**config.mk**
```make
export PLATFORM = sky130hd
export DESIGN_NAME = key_sched_stream
export DESIGN_NICKNAME = d
export VERILOG_FILES = /design/src/rtl/key_sched_pkg.sv /design/src/rtl/key_sched_stream_sk_lane.sv /design/src/rtl/key_sched_stream.sv
export SDC_FILE = /design/constraint.sdc
export NUM_CORES = 1
export LEC_CHECK = 0
export CAP_MARGIN = 40
export CORE_ASPECT_RATIO = 1.5
export CORE_MARGIN = 5
export CORE_UTILIZATION = 49
export CTS_CLUSTER_DIAMETER = 80
export DETAILED_ROUTE_END_ITERATION = 10
export HOLD_SLACK_MARGIN = 0.02
export PLACE_DENSITY = 0.86
export SYNTH_ARGS = -nofsm -noshare
export SYNTH_HDL_FRONTEND = slang
export SYNTH_SLANG_ARGS = --single-unit
```
**constraint.sdc**
```tcl
create_clock -name CLK -period 3.3 [get_ports CLK]
set_clock_uncertainty 0.1 [all_clocks]
set_input_delay 0.66 -clock CLK [delete_from_list [all_inputs] [get_ports CLK]]
set_output_delay 0.66 -clock CLK [all_outputs]
set_load 0.03 [all_outputs]
```
**src/rtl/key_sched_pkg.sv**
```systemverilog
// key_sched_pkg: shared types and helpers for the key_sched_stream round-key
// generator.
//   SK_W      : subkey width in bits
//   MAX_KEY_W : widest supported master key (32 bytes)
//   state_t   : scheduler FSM encoding (IDLE, RUN, DONE)
//   key_byte  : MSB-first byte select from a left-justified master key
package key_sched_pkg;

  localparam int SK_W      = 8;
  localparam int MAX_KEY_W = 256;

  typedef enum logic [1:0] {
    IDLE = 2'd0,
    RUN  = 2'd1,
    DONE = 2'd2
  } state_t;

  // The key must be left-justified in MAX_KEY_W bits so that byte 0 always
  // sits in the top byte, whatever the real key length is.
  function automatic logic [SK_W-1:0] key_byte(input logic [MAX_KEY_W-1:0] key,
                                               input logic [4:0]           idx);
    return SK_W'(key >> (MAX_KEY_W - SK_W - 8 * int'(idx)));
  endfunction

endpackage

```
**src/rtl/key_sched_stream_sk_lane.sv**
```systemverilog
// sk_lane: one subkey lane, K(n) = n[7:0] XOR key_byte[(n-1) mod KEY_BYTES].
//   n_lo : low 8 bits of the subkey index n
//   kb   : selected master key byte
//   sk   : resulting subkey
module sk_lane
  import key_sched_pkg::*;
(
  input  logic [SK_W-1:0] n_lo,
  input  logic [SK_W-1:0] kb,
  output logic [SK_W-1:0] sk
);

  assign sk = n_lo ^ kb;

endmodule

```
**src/rtl/key_sched_stream.sv**
```systemverilog
// key_sched_stream: loadable-key round-key generator. Emits NUM_OUT 8-bit
// subkeys per batch over a valid/ready stream, NUM_BATCH batches per key,
// then reports done.
//   CLK, RST   : clock, synchronous active-high reset
//   key_load   : capture key_in (restarts the schedule, drops a pending batch)
//   key_in     : master key, byte 0 in the top byte
//   en         : permit issuing the next batch
//   sk_ready   : consumer accepts sk_out
//   sk_valid   : sk_out holds a batch
//   sk_out     : lane j at [8j+7:8j]
//   batch_idx  : batches issued since the last key load
//   done       : final batch accepted
//   dbg_state  : FSM state for observation
//
// Handshake: a batch transfers on any rising edge where sk_valid && sk_ready.
// While sk_valid && !sk_ready, sk_out is held stable. A new batch may be
// registered in the same cycle the current one transfers.
module key_sched_stream
  import key_sched_pkg::*;
#(
  parameter int NUM_OUT   = 3,
  parameter int KEY_BYTES = 16,
  parameter int NUM_BATCH = 16
) (
  input  logic                               CLK,
  input  logic                               RST,
  input  logic                               key_load,
  input  logic [8*KEY_BYTES-1:0]             key_in,
  input  logic                               en,
  input  logic                               sk_ready,
  output logic                               sk_valid,
  output logic [8*NUM_OUT-1:0]               sk_out,
  output logic [$clog2(NUM_BATCH+1)-1:0]     batch_idx,
  output logic                               done,
  output logic [1:0]                         dbg_state
);

  localparam int BI_W = $clog2(NUM_BATCH + 1);
  localparam int KI_W = $clog2(KEY_BYTES);

  localparam logic [1:0] S_IDLE = IDLE;
  localparam logic [1:0] S_RUN  = RUN;
  localparam logic [1:0] S_DONE = DONE;

  logic [1:0]             state_q;
  logic [8*KEY_BYTES-1:0] key_q;
  // base_m = (index of lane 0 of the next batch) - 1, kept modulo 256.
  // Both n[7:0] and (n-1) mod KEY_BYTES only depend on n modulo 256 because
  // KEY_BYTES is a power of two no larger than 32, so 8 bits suffice.
  logic [7:0]             base_m;
  logic [MAX_KEY_W-1:0]   key_wide;
  logic [8*NUM_OUT-1:0]   sk_next;
  logic                   accept;
  logic                   last_out;
  logic                   issue;

  assign key_wide = MAX_KEY_W'(key_q) << (MAX_KEY_W - 8 * KEY_BYTES);

  assign accept   = sk_valid && sk_ready;
  assign last_out = (batch_idx == BI_W'(NUM_BATCH));
  assign issue    = (state_q == S_RUN) && en && (!sk_valid || sk_ready) && !last_out;

  for (genvar j = 0; j < NUM_OUT; j++) begin : g_lane
    logic [7:0]      lane_m;
    logic [7:0]      lane_n;
    logic [SK_W-1:0] lane_kb;

    assign lane_m  = base_m + 8'(j);
    assign lane_n  = lane_m + 8'd1;
    assign lane_kb = key_byte(key_wide, 5'(lane_m[KI_W-1:0]));

    sk_lane u_lane (
      .n_lo (lane_n),
      .kb   (lane_kb),
      .sk   (sk_next[8*j +: 8])
    );
  end

  always_ff @(posedge CLK) begin
    if (RST) begin
      state_q   <= S_IDLE;
      key_q     <= '0;
      base_m    <= '0;
      sk_valid  <= 1'b0;
      sk_out    <= '0;
      batch_idx <= '0;
    end else if (key_load) begin
      state_q   <= S_RUN;
      key_q     <= key_in;
      base_m    <= '0;
      sk_valid  <= 1'b0;
      batch_idx <= '0;
    end else if (state_q == S_RUN) begin
      if (issue) begin
        sk_out    <= sk_next;
        sk_valid  <= 1'b1;
        batch_idx <= batch_idx + 1'b1;
        base_m    <= base_m + 8'(NUM_OUT);
      end else if (accept) begin
        sk_valid <= 1'b0;
        // Nothing more can be issued once the final batch has gone out.
        if (last_out) state_q <= S_DONE;
      end
    end
  end

  assign done      = (state_q == S_DONE);
  assign dbg_state = state_q;

endmodule
```
Yosys cells after proc, flatten, opt, wreduce, memory -nomap -nowiden --
Cells that the tools add are included.
Word-level totals: flip-flop bits (word level) 168, bits of input ports 133, output and inout bits 33, word-level logic and storage cells 52
Operators by class: $add $sub $neg 9, eq/ne operators 4, shift-type cells 3, muxes and demuxes 7, bitwise gates (word level) 5, reductions and logical operators 17
Operators with widths (count):
- >> shifter 256 x 32 -> 8 bit | 3
- subtractor 8 x 7 -> 9 bit, first input constant | 3
- adder 8 x 1 -> 8 bit, second input constant | 3
- bitwise XOR 8 bit | 3
- adder 8 x 2 -> 8 bit, second input constant | 2
- AND reduction 4 bit | 2
- nonzero test 2 bit | 4
- two-way mux 1 bit | 7
- adder 5 x 1 -> 5 bit, second input constant | 1
- equality test 5 bit, second input constant | 1
- logical AND 1 bit | 4
- AND reduction 2 bit | 2
- AND reduction 3 bit | 1
- equality test 2 x 1 -> 1 bit, second input constant | 1
- equality test 2 bit, second input constant | 1
- zero test 1 bit | 2
- != test 2 bit, second input constant | 1
- inverter 1 bit | 2
- OR reduction 2 bit | 1
- logical OR 1 bit | 1

Logic depth before layout (Yosys ltp) --
Gate-level depths: netlist of run 1.
word-level depth 7, mapped depth 13, depth with buffers taken out 8

Modules after synthesis --
A second synthesis of run 1 with hierarchy kept.
Unflattened totals: cell total of the unflattened synthesis 930, area, all modules 9624.2 µm²
By module, submodules not included:
- key_sched_stream | times used 1, cells each 906, area an instance 9414.0 µm², sequential area each 3363.2 µm²
- sk_lane | times used 3, cells each 8, area an instance 70.1 µm², sequential area each 0.0 µm²

Least setup slack after synthesis of run 1 --
OpenSTA, ideal clock, no wires.
path kind flip-flop to flip-flop, start reg base_m[0], end reg sk_out[8], setup time 0.086 ns, arrival 2.975 ns, data required time 3.114 ns, setup slack 0.140 ns, cell stages (with the launch flop) 12, buffers on the path 5, period minus slack after synthesis 3.160 ns, path through dfxtp_1 > buf_6 > buf_6 > buf_4 > clkinv_1 > ha_1 > buf_2 > clkbuf_1 > mux4_2 > mux4_2 > xnor2_1 > a211oi_1
Between the ends: word-level cells in the longest chain between the ends 4, elaborated cells on any way between the ends 5, those cells by class add/sub: 3; shift: 1; bitwise: 1
Ends and longest elaborated chain:
- from (decl) | line key_sched_stream.sv:50 | logic [7:0] base_m;
- from (signal assigned) | line key_sched_stream.sv:98 | base_m <= base_m + 8'(NUM_OUT);
- adder 8 x 1 -> 8 bit *
- named net g_lane[0].lane_n[0] | line key_sched_stream.sv:65 | logic [7:0] lane_n;
- subtractor 8 x 7 -> 9 bit | line key_sched_pkg.sv:22 | return SK_W'(key >> (MAX_KEY_W - SK_W - 8 * int'(idx)));
- >> shifter 256 x 32 -> 8 bit | line key_sched_pkg.sv:22
- bitwise XOR 8 bit * | line key_sched_stream_sk_lane.sv:13 | assign sk = n_lo ^ kb;
- to (signal assigned) | line key_sched_stream.sv:95 | sk_out <= sk_next;
- to (decl) | line key_sched_stream.sv:32 | output logic [8*NUM_OUT-1:0] sk_out,
The timed path passes the listed nets; every way through them passes the cells marked *. A chain may end at the register's enable or synchronous reset.

Final worst setup path of run 1 --
start reg base_m[0], end reg sk_out[20]
Between the ends: word-level cells in the longest chain between the ends 4, elaborated cells on any way between the ends 5, those cells by class add/sub: 3; shift: 1; bitwise: 1
Ends and longest elaborated chain:
- adder 8 x 2 -> 8 bit * | line key_sched_stream.sv:68 | assign lane_m = base_m + 8'(j);
- subtractor 8 x 7 -> 9 bit | line key_sched_pkg.sv:22
- >> shifter 256 x 32 -> 8 bit | line key_sched_pkg.sv:22
- bitwise XOR 8 bit * | line key_sched_stream_sk_lane.sv:13
Mark *: on every way between the ends. The rest lies on a longest branch, timed or not.

==> summary.txt, run 1 <==
Finish
  • Layout cells sized above 1: 17.54%
  • Layout net count: 1183
  • # diodes: 0
  • # fillers: 1532
  • Synthesis-to-finish area growth: 25.92%

Clocking
  • Clock-pin slew on the worst setup and hold paths: 0.07 ns
  • CTS resizes: 0
  • CTS Buf Count: 17
  • Worst-skew pair later-pin latency: 0.44 ns
  • Root buf cell: clkbuf_16
  • Clock sink count: 168
  • Post-CTS Repair Setup Buffers: 0
  • Clock buffer depth: 2
  • # H-tree levels: 4
  • CTS Hold Bufs: 0
  • CTS tree: done

Route
  • DRT antenna net count: 0
  • Starting DRT DRC Count: 668
  • Vias per cell: 6.024
  • WL/cell: 22.26 µm
  • Routed wire length: 29.27 mm
  • DRC violations left: 0
  • Total iterations of the first detailed-routing run: 5
  • Via count: 7921

Power and ir drop
  • Clock share of power: 41.9%
  • Logic pwr share: 15.1%
  • Power per Cell Area: 426.6 nW/µm²
  • Internal power: 3.883 mW
  • NetSw: 1.371 mW
  • Seq pwr share: 43.0%
  • P_leak: 4.677 nW
  • Peak supply drop: 0.3677 mV
  • Switching share of power: 26.10%
  • Pwr Total: 5.254 mW

STA
  • Setup TNS: 0 ns
  • Final Hold Fails: 0
  • RSZ-0062 raised after global routing: no
  • Final min period: 2.839 ns
  • Finish-stage setup viols: 0
  • Highest Clock Rate: 352.2 MHz
  • Slew @ Worst Pin: 0.7058 ns
  • Worst relative slew slack: 52.31%
  • Period utilization: 86.03%
  • Max Slew Vio Count: 0

Global routing
  • GRT Total Usage: 25.28%
  • Vias in the first global route: 8107
  • First-pass GRT wire length: 44.90 mm
  • Remaining Overflow, GRT: 0
  • Pin count of the biggest net entering global routing: 68
  • Initial antenna violation count: 0

Synth
  • Top FF cell, synth: dfxtp_1
  • Distinct cells, synth: 56
  • Top cells by area, synth: dfxtp_1 (34%), mux4_2 (25%), mux2i_1 (14%)
  • Post-synth top cells: dfxtp_1 (168), nor2_1 (165), mux2i_1 (137)
  • Synth warnings: 0
  • Area leader, netlist: dfxtp_1
  • Syn_nets: 1047
  • Syn Area/Cell: 10.80 µm²
  • Most frequent cell after synthesis: dfxtp_1
  • Synth async-reset ratio: 0%
  • Mapped cell area: 9781 µm²
  • Cells after synthesis: 906
  • Sequential share of the synthesized area: 34.39%
  • EDFF count, synth: 0
  • Area share of the largest cell type after synthesis: 34.39%
  • Flops & latches, synth: 168

Critical path
  • Crit path buf inv count: 1
  • Worst-path cell chain: buf_12 > ha_1 > a211oi_1 > a211o_1 > a221oi_1 > o211a_1 > nor4_1
  • R2r startpoint: base_m[0]
  • Critical Path Source Type: register
  • Crit-path leading delay family: compound AO/OA/AOI/OAI gates
  • Crit-path max FO: 67
  • WS Path Type: reg -> reg
  • Critical Path Sink Type: register
  • CP max-delay cell: a221oi_1
  • Worst path arrival time: 3.04 ns
  • Worst reg-to-reg setup slack: 0.46 ns
  • Critical R2R Capture: sk_out[20]
  • Worst reg2reg path depth: 7
  • Critical path required time: 3.50 ns
  • Crit-path max cell delay: 0.61 ns

Min path
  • Class of the worst hold path: reg -> reg
  • Hold_sp: sk_out[5]
  • WHS Path Cells: 2
  • Min-Delay Endpoint: sk_out[5]

Run status
  • Status: complete, no violations

Floorplanning
  • Starting Density: 49.63%
  • Core area: 19710 µm²
  • DIE HEIGHT: 183.0 µm
  • DIE WIDTH: 125.4 µm
  • I/O pins: 166
  • Site Rows: 63
  • Die ar.: 22940 µm²

Place
  • GPL Wtd Cong: 0.9628
  • HPWL Detailed: 21.97 mm
  • Buffers on Ports: 165

Run
  • Max-cap violations: 0
## cells by family after synthesis
group	count (synthesis)	synth area share, %
and+or+nand+nor	273	12.03
muxes	245	38.89
DFF	168	34.39
buffers and inverters	91	4.298
AOI/OAI and AO/OA	70	4.657
xor gates and xnor gates	51	4.721
adders and majority gates	8	1.023
## state kept, by name, indices dropped and copies added (netlist names)
register and count:
key_q 128, sk_out 24, base_m 8, batch_idx 5, dbg_state 2, sk_valid 1
## worst min-delay path, stage by stage (launching register included)
cell     delay (ns)
dfxtp_1        0.31
nand2_1        0.05
a21oi_1        0.05
## layer usage
layer	vias to the layer above	share of wire, %	track usage (%)
met2	401	53	45.25
met1	3812	33	27.03
met5	-	0	0
met3	114	6.9	4.400
li1	3594	-	-
met4	0	7.0	17.36
## power groups by stage
stage               sequential, mW  combinational, mW  clock [mW]
floorplan                     2.26              0.484           0
global placement              2.29              0.770           0
detailed placement            2.30              0.788           0
CTS                           2.26              0.793        2.23
global route                  2.27              0.846        2.30
finish                        2.26              0.794        2.20
## stage by stage
stage / area (µm²) / instances / setup WS [ns] / hold slack, ns / utilization (%)
after floorplan: 9781 / 906 / 0.1398 / 0.3876 / -
after global placement: 11670 / 1283 / 0.5632 / 0.3416 / 59.23
after detailed placement: 11670 / 1283 / 0.5247 / 0.3483 / 59.23
after CTS: 12320 / 1315 / 0.5030 / 0.3558 / 62.50
after global routing: 12320 / 1315 / 0.2874 / 0.3753 / 62.50
final: 12320 / 1315 / 0.4611 / 0.3538 / 62.50
## worst max path at each step
stage | from | end | cells past startpoint
floorplan | base_m[0] | sk_out[8] | 11
global placement | base_m[0] | sk_out[20] | 7
detailed placement | base_m[0] | sk_out[20] | 7
CTS | base_m[0] | sk_out[20] | 7
global route | base_m[1] | sk_out[22] | 8
finish | base_m[0] | sk_out[20] | 7
## cell usage in the layout, fill, tap and decap left out, types with 4 or more instances in the layout
| cell type | n |
|---|---|
| a211oi_1 | 13 |
| a21oi_1 | 19 |
| a31oi_1 | 8 |
| and2_1 | 4 |
| buf_4 | 32 |
| bufinv_16 | 4 |
| clkbuf_16 | 17 |
| clkdlybuf4s50_1 | 163 |
| dfxtp_1 | 166 |
| ha_1 | 7 |
| inv_1 | 6 |
| inv_8 | 4 |
| mux2i_1 | 137 |
| mux4_2 | 108 |
| nand2_1 | 47 |
| nand2b_1 | 4 |
| nand3_1 | 16 |
| nand4_1 | 5 |
| nor2_1 | 164 |
| nor3_1 | 6 |
| nor4_1 | 4 |
| o21ai_0 | 6 |
| o21ai_1 | 5 |
| or4_1 | 5 |
| xnor2_1 | 37 |
| xor2_1 | 12 |
## cell type report
type / count / area, µm² / share of cell area (%)
clock inverter: 14 / 214.0 / 1.737
multi-input combinational: 647 / 6002 / 48.74
sequential: 168 / 3368 / 27.35
timing repair buffer: 199 / 1943 / 15.78
tap: 260 / 325.3 / 2.641
clock buffer: 18 / 429.2 / 3.485
inverter: 9 / 33.78 / 0.2743
Note: power is estimated with default switching activity, not from simulation.
==> run 2: changes to the inputs <==
--- a/config.mk
+++ b/config.mk
@@ -7,3 +7,3 @@
 export LEC_CHECK = 0
-export CAP_MARGIN = 40
+export CAP_MARGIN = 10
 export CORE_ASPECT_RATIO = 1.5
--- a/constraint.sdc
+++ b/constraint.sdc
@@ -4,2 +4,2 @@
 set_output_delay 0.66 -clock CLK [all_outputs]
-set_load 0.03 [all_outputs]
+set_load 0.01 [all_outputs]
==> results of run 2 <==
Same layout as run 1 (identical final DEF). Status: complete, no violations.
Among the figures that moved: total power 5.254 mW -> 5.238 mW; worst IR drop on VDD 0.3677 mV -> 0.3676 mV
